===== src/rtl/simd_issue_unit.sv =====
// Single-issue SIMD front end: reads a vector register pair, hands operands to an
// external combinational ALU, and writes the lane-masked result back three cycles later.
module simd_issue_unit #(
  parameter int unsigned REGS = 4,
  parameter int unsigned IDXW = 2
) (
  input  logic            clk,
  input  logic            rst_n,
  input  logic            instr_valid,
  output logic            instr_ready,
  input  logic [1:0]      instr_op,
  input  logic [3:0]      instr_mask,
  input  logic [IDXW-1:0] instr_ra,
  input  logic [IDXW-1:0] instr_rb,
  input  logic [IDXW-1:0] instr_rd,
  input  logic            wr_en,
  input  logic [IDXW-1:0] wr_idx,
  input  logic [31:0]     wr_data,
  input  logic [IDXW-1:0] rd_idx,
  output logic [31:0]     rd_data,
  output logic [31:0]     alu_a,
  output logic [31:0]     alu_b,
  output logic [3:0]      alu_mask,
  output logic [1:0]      alu_op,
  input  logic [31:0]     alu_result,
  output logic            done,
  output logic [IDXW-1:0] done_rd,
  output logic [31:0]     done_data,
  output logic            busy
);

  localparam int unsigned DW    = 32;
  localparam int unsigned LANES = 4;
  localparam int unsigned LW    = 8;

  localparam logic [1:0] S_IDLE = 2'd0;
  localparam logic [1:0] S_EXEC = 2'd1;
  localparam logic [1:0] S_WB   = 2'd2;

  logic [1:0]      state_q;
  logic [1:0]      state_d;
  logic [DW-1:0]   regs [REGS];
  logic [DW-1:0]   res_q;
  logic [IDXW-1:0] rd_q;
  logic [DW-1:0]   merged;
  logic            handshake;
  logic            wb_en;

  assign instr_ready = (state_q == S_IDLE) && rst_n;
  assign handshake   = instr_valid && instr_ready;
  assign wb_en       = (state_q == S_WB);
  assign busy        = (state_q != S_IDLE);
  assign rd_data     = regs[rd_idx];

  // State register
  always_ff @(posedge clk) begin
    if (!rst_n) state_q <= S_IDLE;
    else        state_q <= state_d;
  end

  // Next-state logic
  always_comb begin
    state_d = state_q;
    case (state_q)
      S_IDLE:  if (handshake) state_d = S_EXEC;
      S_EXEC:  state_d = S_WB;
      S_WB:    state_d = S_IDLE;
      default: state_d = S_IDLE;
    endcase
  end

  // Lane merge: enabled lanes take the result, the rest keep the current destination value
  always_comb begin
    merged = regs[rd_q];
    for (int n = 0; n < LANES; n++) begin
      if (alu_mask[n]) merged[n*LW +: LW] = res_q[n*LW +: LW];
    end
  end

  // Operand latch, result capture and completion reporting
  always_ff @(posedge clk) begin
    if (!rst_n) begin
      alu_a     <= '0;
      alu_b     <= '0;
      alu_mask  <= '0;
      alu_op    <= '0;
      rd_q      <= '0;
      res_q     <= '0;
      done      <= 1'b0;
      done_rd   <= '0;
      done_data <= '0;
    end else begin
      done <= 1'b0;
      case (state_q)
        S_IDLE: begin
          if (handshake) begin
            alu_a    <= regs[instr_ra];
            alu_b    <= regs[instr_rb];
            alu_mask <= instr_mask;
            alu_op   <= instr_op;
            rd_q     <= instr_rd;
          end
        end
        S_EXEC: res_q <= alu_result;
        S_WB: begin
          done      <= 1'b1;
          done_rd   <= rd_q;
          done_data <= merged;
        end
        default: ;
      endcase
    end
  end

  // Register file; writeback beats a host write to the same register on the WB edge
  always_ff @(posedge clk) begin
    if (!rst_n) begin
      for (int i = 0; i < REGS; i++) regs[i] <= '0;
    end else begin
      if (wr_en && !(wb_en && (wr_idx == rd_q))) regs[wr_idx] <= wr_data;
      if (wb_en) regs[rd_q] <= merged;
    end
  end

endmodule


===== config.mk =====
export PLATFORM = sky130hd
export DESIGN_NAME = simd_issue_unit
export DESIGN_NICKNAME = d
export VERILOG_FILES = /design/src/rtl/simd_issue_unit.sv
export SDC_FILE = /design/constraint.sdc
export NUM_CORES = 1
export LEC_CHECK = 0
export BUFFER_PORTS_ARGS = -buffer_cell sky130_fd_sc_hd__buf_2
export CAP_MARGIN = 20
export CELL_PAD_IN_SITES_DETAIL_PLACEMENT = 0
export CELL_PAD_IN_SITES_GLOBAL_PLACEMENT = 2
export CORE_AREA = 2 2 186 188
export CTS_CLUSTER_DIAMETER = 100
export CTS_CLUSTER_SIZE = 24
export DETAILED_ROUTE_END_ITERATION = 16
export DIE_AREA = 0 0 188 190
export PLACE_DENSITY_LB_ADDON = 0.15
export SLEW_MARGIN = 15
export SYNTH_ARGS = -nofsm -noshare
export SYNTH_HDL_FRONTEND = slang
export SYNTH_SLANG_ARGS = --single-unit

===== constraint.sdc =====
create_clock -name clk -period 9.8 [get_ports clk]
set_input_delay 2.45 -clock clk [delete_from_list [all_inputs] [get_ports clk]]
set_output_delay 2.45 -clock clk [all_outputs]
set_load 0.02 [all_outputs]

==> results_dict.tcl, run 1 <==
set metrics [dict create \
    status "finished, final reports clean" \
    drive_gt1_share_pct 30.7 \
    end_kind "output pin" \
    cts_tree "yes" \
    cts_root_buf "clkbuf_16" \
    clockBufferDepth 3 \
    hold_violations 0 \
    path_clk_slew_ps 90 \
    holdBufCountCts 0 \
    grt_use_met1_pct 35.8 \
    crit_path_start_kind "primary input" \
    grt_busiest_layer "met2" \
    start_util_pct 40.3 \
    clkSinkCount 271 \
    drv_cap 0 \
    r2r_setup_slack_ps 7100 \
    clkPwrFrac_pct 28.2 \
    portBuffers 222 \
    synth_top_cell_by_area "edfxtp_1" \
    finalSetupViolations 0 \
    combPwrFrac_pct 18.4 \
    synthArstFlopShare_pct 0 \
    cts_buffers 15 \
    critPathMostFrequentCell "buf_2" \
    critPathMaxStageDelay_ps 630 \
    setup_ws_ps 3430 \
    die_area_mm2 0.0357 \
    grt_max_degree 93 \
    syn2layout_area_growth_pct 13.5 \
    first_pass_iters 5 \
    hold_class "flop to flop" \
    intPower_uw 1740 \
    io_pins 223 \
    fin_crit_ps 6370 \
    avgSynthCellArea_um2 11.7 \
    place.gp.congestion 0.802 \
    switching_share_pct 30.0 \
    slowest_stage "mux4_2" \
    crit_chain "buf_2 > buf_4 > mux4_2 > buf_2" \
    grt_pass1_wl_mm 68.2 \
    row_count 68 \
    grt_usage_pct 25.5 \
    grtUsageMet3_pct 4.81 \
    yosysUniqueCellTypes 43 \
    final_nets 1401 \
    viasPerCell 5.88 \
    drc_errors 0 \
    final_max_slew_viol_count 0 \
    finalCritPeriodShare_pct 65.0 \
    slew_headroom_pct 26.3 \
    first_global_vias 10400 \
    max_freq_mhz 157 \
    ys.flop_type "dfxtp_1" \
    register_area_mm2 0.00671 \
    clk_latency_ps 520 \
    cts_htree_levels 1 \
    fillers 3188 \
    die_x_um 188 \
    cellPowerDensity_mw_per_mm2 160 \
    synth_top_area_share_pct 28.1 \
    num_vias 10500 \
    syn_area_mm2 0.0137 \
    synth_area_leaders "edfxtp_1, dfxtp_1, mux4_2" \
    die_h_um 190 \
    worst_pin_slew_ps 1100 \
    core_area_mm2 0.0339 \
    met2_usage_pct 41.2 \
    wirelength_mm 46.1 \
    wl_per_cell_um 25.8 \
    crit_buf_inv 3 \
    path_class "primary input to output pin" \
    crit_required_ps 7350 \
    crit_family "buffers and inverters" \
    drtIter0Drc 725 \
    p_sw_uw 743 \
    seqPwrFrac_pct 53.4 \
    worstPathArrival_ps 3920 \
    overflow 0 \
    multiInputGateArea_mm2 0.00649 \
    path_max_fanout 32 \
    finalSetupTns_ps 0 \
    post_cts_buffers 0 \
    yosysSeqAreaShare_pct 49.0 \
    synth_edf_count 128 \
    final_antenna_net_count 0 \
    synthCells 1170 \
    syn-num-nets 1254 \
    antenna_found_initial 7 \
    rsz0062_at_grt "false" \
    post_cts_resized 0 \
    ys_warn_count 0 \
    pre_cts_slack_ps 3410 \
    skew_ps 23.7 \
    ir_drop_mv 0.0896 \
    p_leak_uw 0.00593 \
    dp_hpwl_mm 29.0 \
    ys_ff_latch 271 \
]
[state kept, by name, summed over array words and instances (netlist names), named ones only]
name and cells:
regs 128, alu_op 2, alu_mask 4, done_data 32
alu_b 32, done 1, rd_q 2, alu_a 32
res_q 32, state_q 2, done_rd 2
[power by group through the flow]
stage                     Combinational [uW]  Sequential, uW  Clock [uW]
final                                    457            1330         699
after global routing                     494            1330         748
after CTS                                458            1320         710
after detailed placement                 457            1350           0
after global placement                   454            1350           0
after floorplan                          288            1350           0
[kinds of logic (layout without fill, tap and decap cells)]
group                     after synthesis  after routing  synth area share, %
AOI/OAI and AO/OA                     334            334                 18.3
and+or+nand+nor                       315            315                 10.1
DFF                                   271            271                 49.0
muxes                                 129            129                 18.5
buffers and inverters                 119            275                 3.94
xor gates and xnor gates                2              2                0.128
other                                   0              6                    0
[per-layer routing]
layer / share of wire (%) / vias up
met2: 47 / 459
met4: 1.6 / 4
met5: 0.050 / -
met3: 8.0 / 56
li1: - / 4771
met1: 44 / 5210
[layout by cell type (no fill, tap or decap), types with 3 or more instances in the layout]
cell type and instances:
buf_4 21, edfxtp_1 128, clkbuf_16 15, a21boi_0 34, nand2_1 220, buf_2 221
clkbuf_1 6, dfxtp_1 142, mux2_2 32, nor2_1 32, a211oi_1 31, o21ai_0 71
nor2b_1 31, mux4_2 96, o22ai_1 31, nand2b_1 7, inv_1 5, and2_1 3
a22o_1 155, diode_2 6, o21ai_1 4
[worst paths after layout]
| path | start | endpoint | depth (start not counted) |
|---|---|---|---|
| setup / recovery | rd_idx[0] | rd_data[27] | 4 |
| hold reg to reg | alu_b[5]$_SDFFE_PN0P_ | alu_b[5]$_SDFFE_PN0P_ | 2 |
| setup reg to reg | rd_q[1]$_SDFFE_PN0P_ | regs[3][9]$_DFFE_PP_ | 5 |
| hold / removal | alu_b[5]$_SDFFE_PN0P_ | alu_b[5]$_SDFFE_PN0P_ | 2 |
[synth_stat cells, drive strengths merged, types with 31 or more instances]
cell / count
a211oi: 31
a21boi: 34
a22o: 155
buf: 51
clkbuf: 62
dfxtp: 143
edfxtp: 128
mux2: 32
mux4: 96
nand2: 220
nor2: 33
nor2b: 32
o21ai: 75
o22ai: 31
[worst reg2reg max path, cell delays in order, from the launching register on]
cell and delay, ps:
dfxtp_1 550, xor2_1 220, nor3_2 100, nand2b_1 240
o211ai_1 610, buf_4 590
[metrics by stage]
stage | area (um2) | std cells | hold slack [ps] | util (%) | total power (uW)
final | 15500 | 1787 | 448 | 45.8 | 2480
after global routing | 15500 | 1783 | 473 | 45.7 | 2580
after CTS | 15500 | 1781 | 452 | 45.7 | 2490
after detailed placement | 15100 | 1755 | 440 | 44.4 | 1810
after global placement | 15100 | 1754 | 439 | 44.4 | 1800
after floorplan | 13700 | 1170 | 443 | - | 1640
[cell type report]
cell class / count / share of cell area [%]
antenna: 6 / 0.0966
clock buffer: 22 / 2.65
clock inverter: 4 / 0.177
inverter: 6 / 0.145
multi-input combinational: 780 / 41.8
sequential: 271 / 43.2
tap: 455 / 3.66
timing repair buffer: 243 / 8.31
Power figures use the tool's default switching activity.
==> inputs of run 2 (changes only) <==
CORE_AREA = 2 2 193 195   (was 2 2 186 188)
DIE_AREA = 0 0 195 197   (was 0 0 188 190)
clock period = 6.55 ns   (was 9.8 ns; I/O delays follow)
==> results_dict.tcl, run 2 (synthesized netlist as in run 1, its figures left out) <==
set metrics [dict create \
    status "finished, final reports clean" \
    die_area_mm2 0.0384 \
    path_class "primary input to output pin" \
    die_h_um 197 \
    crit_path_start_kind "primary input" \
    worstPathArrival_ps 3180 \
    die_x_um 195 \
    finalSetupViolations 0 \
    drc_errors 0 \
    slowest_stage "mux4_2" \
    critPathMostFrequentCell "buf_2" \
    ir_drop_mv 0.127 \
    cts_htree_levels 1 \
    mostFrequentLayoutCell "buf_2" \
    design_area_mm2 0.0155 \
    path_max_fanout 32 \
    cellPowerDensity_mw_per_mm2 239 \
    drtIter0Drc 773 \
    clkSinkCount 271 \
    dp_hpwl_mm 29.3 \
    cts_buffers 15 \
    skew_ps 18.9 \
    crit_buf_inv 3 \
    overflow 0 \
    antenna_found_initial 3 \
    portBuffers 222 \
    cts_tree "yes" \
    fillers 3573 \
    mostFrequentLayoutCells "buf_2, nand2_1, a22o_1" \
    crit_family "buffers and inverters" \
    cts_root_buf "clkbuf_16" \
    grt_pass1_wl_mm 68.4 \
    drive_gt1_share_pct 30.7 \
    place.gp.congestion 0.804 \
    viasPerCell 5.73 \
    clk_latency_ps 510 \
    final_max_slew_viol_count 0 \
    path_clk_slew_ps 100 \
    placed_cell_area_mm2 0.0151 \
    post_cts_buffers 0 \
    max_freq_mhz 208 \
    core_area_mm2 0.0363 \
    rsz0062_at_grt "false" \
    crit_chain "buf_2 > buf_4 > mux4_2 > buf_2" \
    syn2layout_area_growth_pct 13.5 \
    num_vias 10300 \
    start_util_pct 37.7 \
    slew_headroom_pct 29.2 \
    row_count 70 \
    crit_required_ps 4910 \
    hold_violations 0 \
    first_global_vias 10200 \
    finalCritPeriodShare_pct 73.5 \
    post_cts_resized 0 \
    final_antenna_net_count 0 \
    finalSetupTns_ps 0 \
    largest_reg_flops 128 \
    grt_usage_pct 23.7 \
    wirelength_mm 45.9 \
    largest-register "regs" \
    holdBufCountCts 0 \
    first_pass_iters 5 \
    critPathMaxStageDelay_ps 650 \
    fin_crit_ps 4810 \
    end_kind "output pin" \
    final_nets 1400 \
    io_pins 223 \
    postLayoutCoreUtil_pct 42.8 \
    worst_pin_slew_ps 1060 \
    p_leak_uw 0.00592 \
    clockBufferDepth 3 \
    hold_class "flop to flop" \
    grt_max_degree 103 \
    drv_cap 0 \
    wl_per_cell_um 25.6 \
]
[run 2: cell types whose count changed in the layout (fill, tap and decap cells not counted), sizes merged]
| cell | delta |
|---|---|
| inv | -2 |
| clkinvlp | +1 |
| diode | -4 |
| clkbuf | +1 |
| clkinv | -1 |
| buf | -1 |
[run 2: power by group]
group | total [uW] | switching [uW] | internal (uW)
clock network | 1050 | 591 | 459
registers | 1980 | 100 | 1880
logic | 684 | 415 | 269
[run 2: final cells by class]
type / instances / area (um2) / share of cell area (%)
Antenna cell: 2 / 5.00 / 0.0322
Clock buffer: 23 / 425 / 2.74
Clock inverter: 2 / 16.3 / 0.105
Inverter: 6 / 22.5 / 0.145
Multi-Input combinational cell: 780 / 6490 / 41.8
Sequential cell: 271 / 6710 / 43.2
Tap cell: 468 / 586 / 3.77
Timing Repair Buffer: 242 / 1280 / 8.22
[run 2: worst paths after layout]
check	start	cells after the start	to	slack [ps]
max	rd_idx[0]	4	rd_data[29]	1740
min	alu_b[5]$_SDFFE_PN0P_	2	alu_b[5]$_SDFFE_PN0P_	450
max reg2reg	rd_q[1]$_SDFFE_PN0P_	5	regs[3][13]$_DFFE_PP_	3770
min reg2reg	alu_b[5]$_SDFFE_PN0P_	2	alu_b[5]$_SDFFE_PN0P_	450
[run 2: routing by layer]
metal	track usage (%)	up-vias	routed length, um
li1	-	4763	-
met1	33.6	5141	21100
met2	38.9	333	21600
met3	3.39	48	2430
met4	4.83	2	843
met5	0	-	7
[run 2: worst reg2reg max path, stage by stage (launching register included)]
cell and delay (ps):
dfxtp_1 570, xor2_1 220, nor3_2 100, nand2b_1 230, o211ai_1 660, buf_4 610
[run 2: per-stage QoR]
stage	hold slack (ps)	total power [uW]	worst slack (ps)	instances
3_5_place_dp	444	2710	1710	1767
5_1_grt	472	3870	1640	1793
2_1_floorplan	443	2450	164	1170
6_report	454	3710	1740	1794
4_1_cts	457	3750	1700	1792
3_3_place_gp	442	2700	1720	1766
==> inputs of run 3 (changes only) <==
clock period = 4.62 ns   (was 6.55 ns; I/O delays follow)
==> results_dict.tcl, run 3 (synthesized netlist as in run 1, its figures left out) <==
set metrics [dict create \
    r2r_cells 5 \
    mostFrequentLayoutCells "buf_2, nand2_1, a22o_1" \
    clockBufferDepth 3 \
    design_area_mm2 0.0157 \
    path_max_fanout 20 \
    wl_per_cell_um 25.7 \
    rsz0062_at_grt "false" \
    io_pins 223 \
    mostFrequentLayoutCell "buf_2" \
    max_freq_mhz 272 \
    die_area_mm2 0.0384 \
    die_h_um 197 \
    fin_crit_ps 3680 \
    end_kind "output pin" \
    crit_path_start_kind "primary input" \
    hold_end "alu_b[11]$_SDFFE_PN0P_" \
    syn2layout_area_growth_pct 14.7 \
    crit_required_ps 3460 \
    finalSetupViolations 0 \
    grt_pass1_wl_mm 68.3 \
    r2r_setup_slack_ps 2150 \
    cts_htree_levels 1 \
    worstPathArrival_ps 2520 \
    worstSetupStartpoint "rd_idx[1]" \
    die_x_um 195 \
    final_max_slew_viol_count 0 \
    drive_gt1_share_pct 31.5 \
    drc_errors 0 \
    dp_hpwl_mm 30.4 \
    slew_headroom_pct 27.9 \
    p_leak_uw 0.00602 \
    rr_endpoint "regs[2][24]$_DFFE_PP_" \
    place.gp.congestion 0.796 \
    status "finished, final reports clean" \
    hold_violations 0 \
    path_class "primary input to output pin" \
    num_vias 10400 \
    row_count 70 \
    hold_class "flop to flop" \
    holdCritStartpoint "alu_b[11]$_SDFFE_PN0P_" \
    first_pass_iters 5 \
    largest_reg_flops 128 \
    final_antenna_net_count 0 \
    cts_buffers 15 \
    skew_ps 12.4 \
    finalCritPeriodShare_pct 79.6 \
    overflow 0 \
    wirelength_mm 46.6 \
    ir_drop_mv 0.179 \
    hold_depth 2 \
    grt_max_degree 84 \
    holdBufCountCts 0 \
    portBuffers 222 \
    core_area_mm2 0.0363 \
    cts_root_buf "clkbuf_16" \
    drtIter0Drc 893 \
    power_uw 5300 \
    post_cts_buffers 0 \
    largest-register "regs" \
    placed_cell_area_mm2 0.0152 \
    first_global_vias 10400 \
    fillers 3527 \
    cellPowerDensity_mw_per_mm2 337 \
    drv_cap 0 \
    path_clk_slew_ps 90 \
    worst_pin_slew_ps 1080 \
    antenna_found_initial 2 \
    start_util_pct 37.7 \
    viasPerCell 5.76 \
    post_cts_resized 0 \
    finalSetupTns_ps 0 \
    final_nets 1416 \
    cts_tree "yes" \
    grt_usage_pct 23.9 \
    clkSinkCount 271 \
    clk_latency_ps 500 \
]
==> run 3: per-layer routing <==
metal | vias up | routed length [um] | track usage (%)
li1 | 4799 | - | -
met1 | 5208 | 20700 | 32.8
met2 | 349 | 22300 | 40.0
met3 | 66 | 2650 | 3.39
met4 | 2 | 941 | 6.08
met5 | - | 13 | 0
==> run 3: report_power, final <==
part           internal (uW)  switching (uW)  total [uW]
logic                    393             584         977
clock network            672             829        1500
registers               2670             152        2820
total                   3730            1560        5300
==> run 3: worst max path at each step <==
stage,to,slack [ps],cells after the start
final,rd_data[19],940,4
after global routing,rd_data[19],890,4
after CTS,rd_data[19],920,4
after detailed placement,rd_data[19],920,4
after global placement,rd_data[18],960,4
after floorplan,regs[2][0]$_DFFE_PP_,-1280,4
==> run 3: critical path: stages <==
cell    delay [ps]
buf_2          480
buf_4          360
mux4_2         340
buf_2          170
==> run 3: final cells by class <==
| type | count | area (um2) | share of cell area (%) |
|---|---|---|---|
| well taps | 468 | 586 | 3.73 |
| inverters | 6 | 22.5 | 0.143 |
| clock buffers | 21 | 398 | 2.53 |
| flip-flops and latches | 271 | 6710 | 42.8 |
| clock inverters | 4 | 48.8 | 0.311 |
| multi-input cells | 780 | 6490 | 41.4 |
| diodes | 2 | 5.00 | 0.0319 |
| repair buffers | 258 | 1430 | 9.14 |
==> run 3: metrics by stage <==
| stage | cells | hold slack [ps] | setup WS [ps] | util (%) |
|---|---|---|---|---|
| 6_report | 1810 | 456 | 944 | 43.3 |
| 5_1_grt | 1808 | 474 | 891 | 43.3 |
| 4_1_cts | 1808 | 462 | 919 | 43.3 |
| 3_5_place_dp | 1783 | 448 | 920 | 42.0 |
| 3_3_place_gp | 1783 | 441 | 960 | 42.0 |
| 2_1_floorplan | 1170 | 443 | -1280 | - |
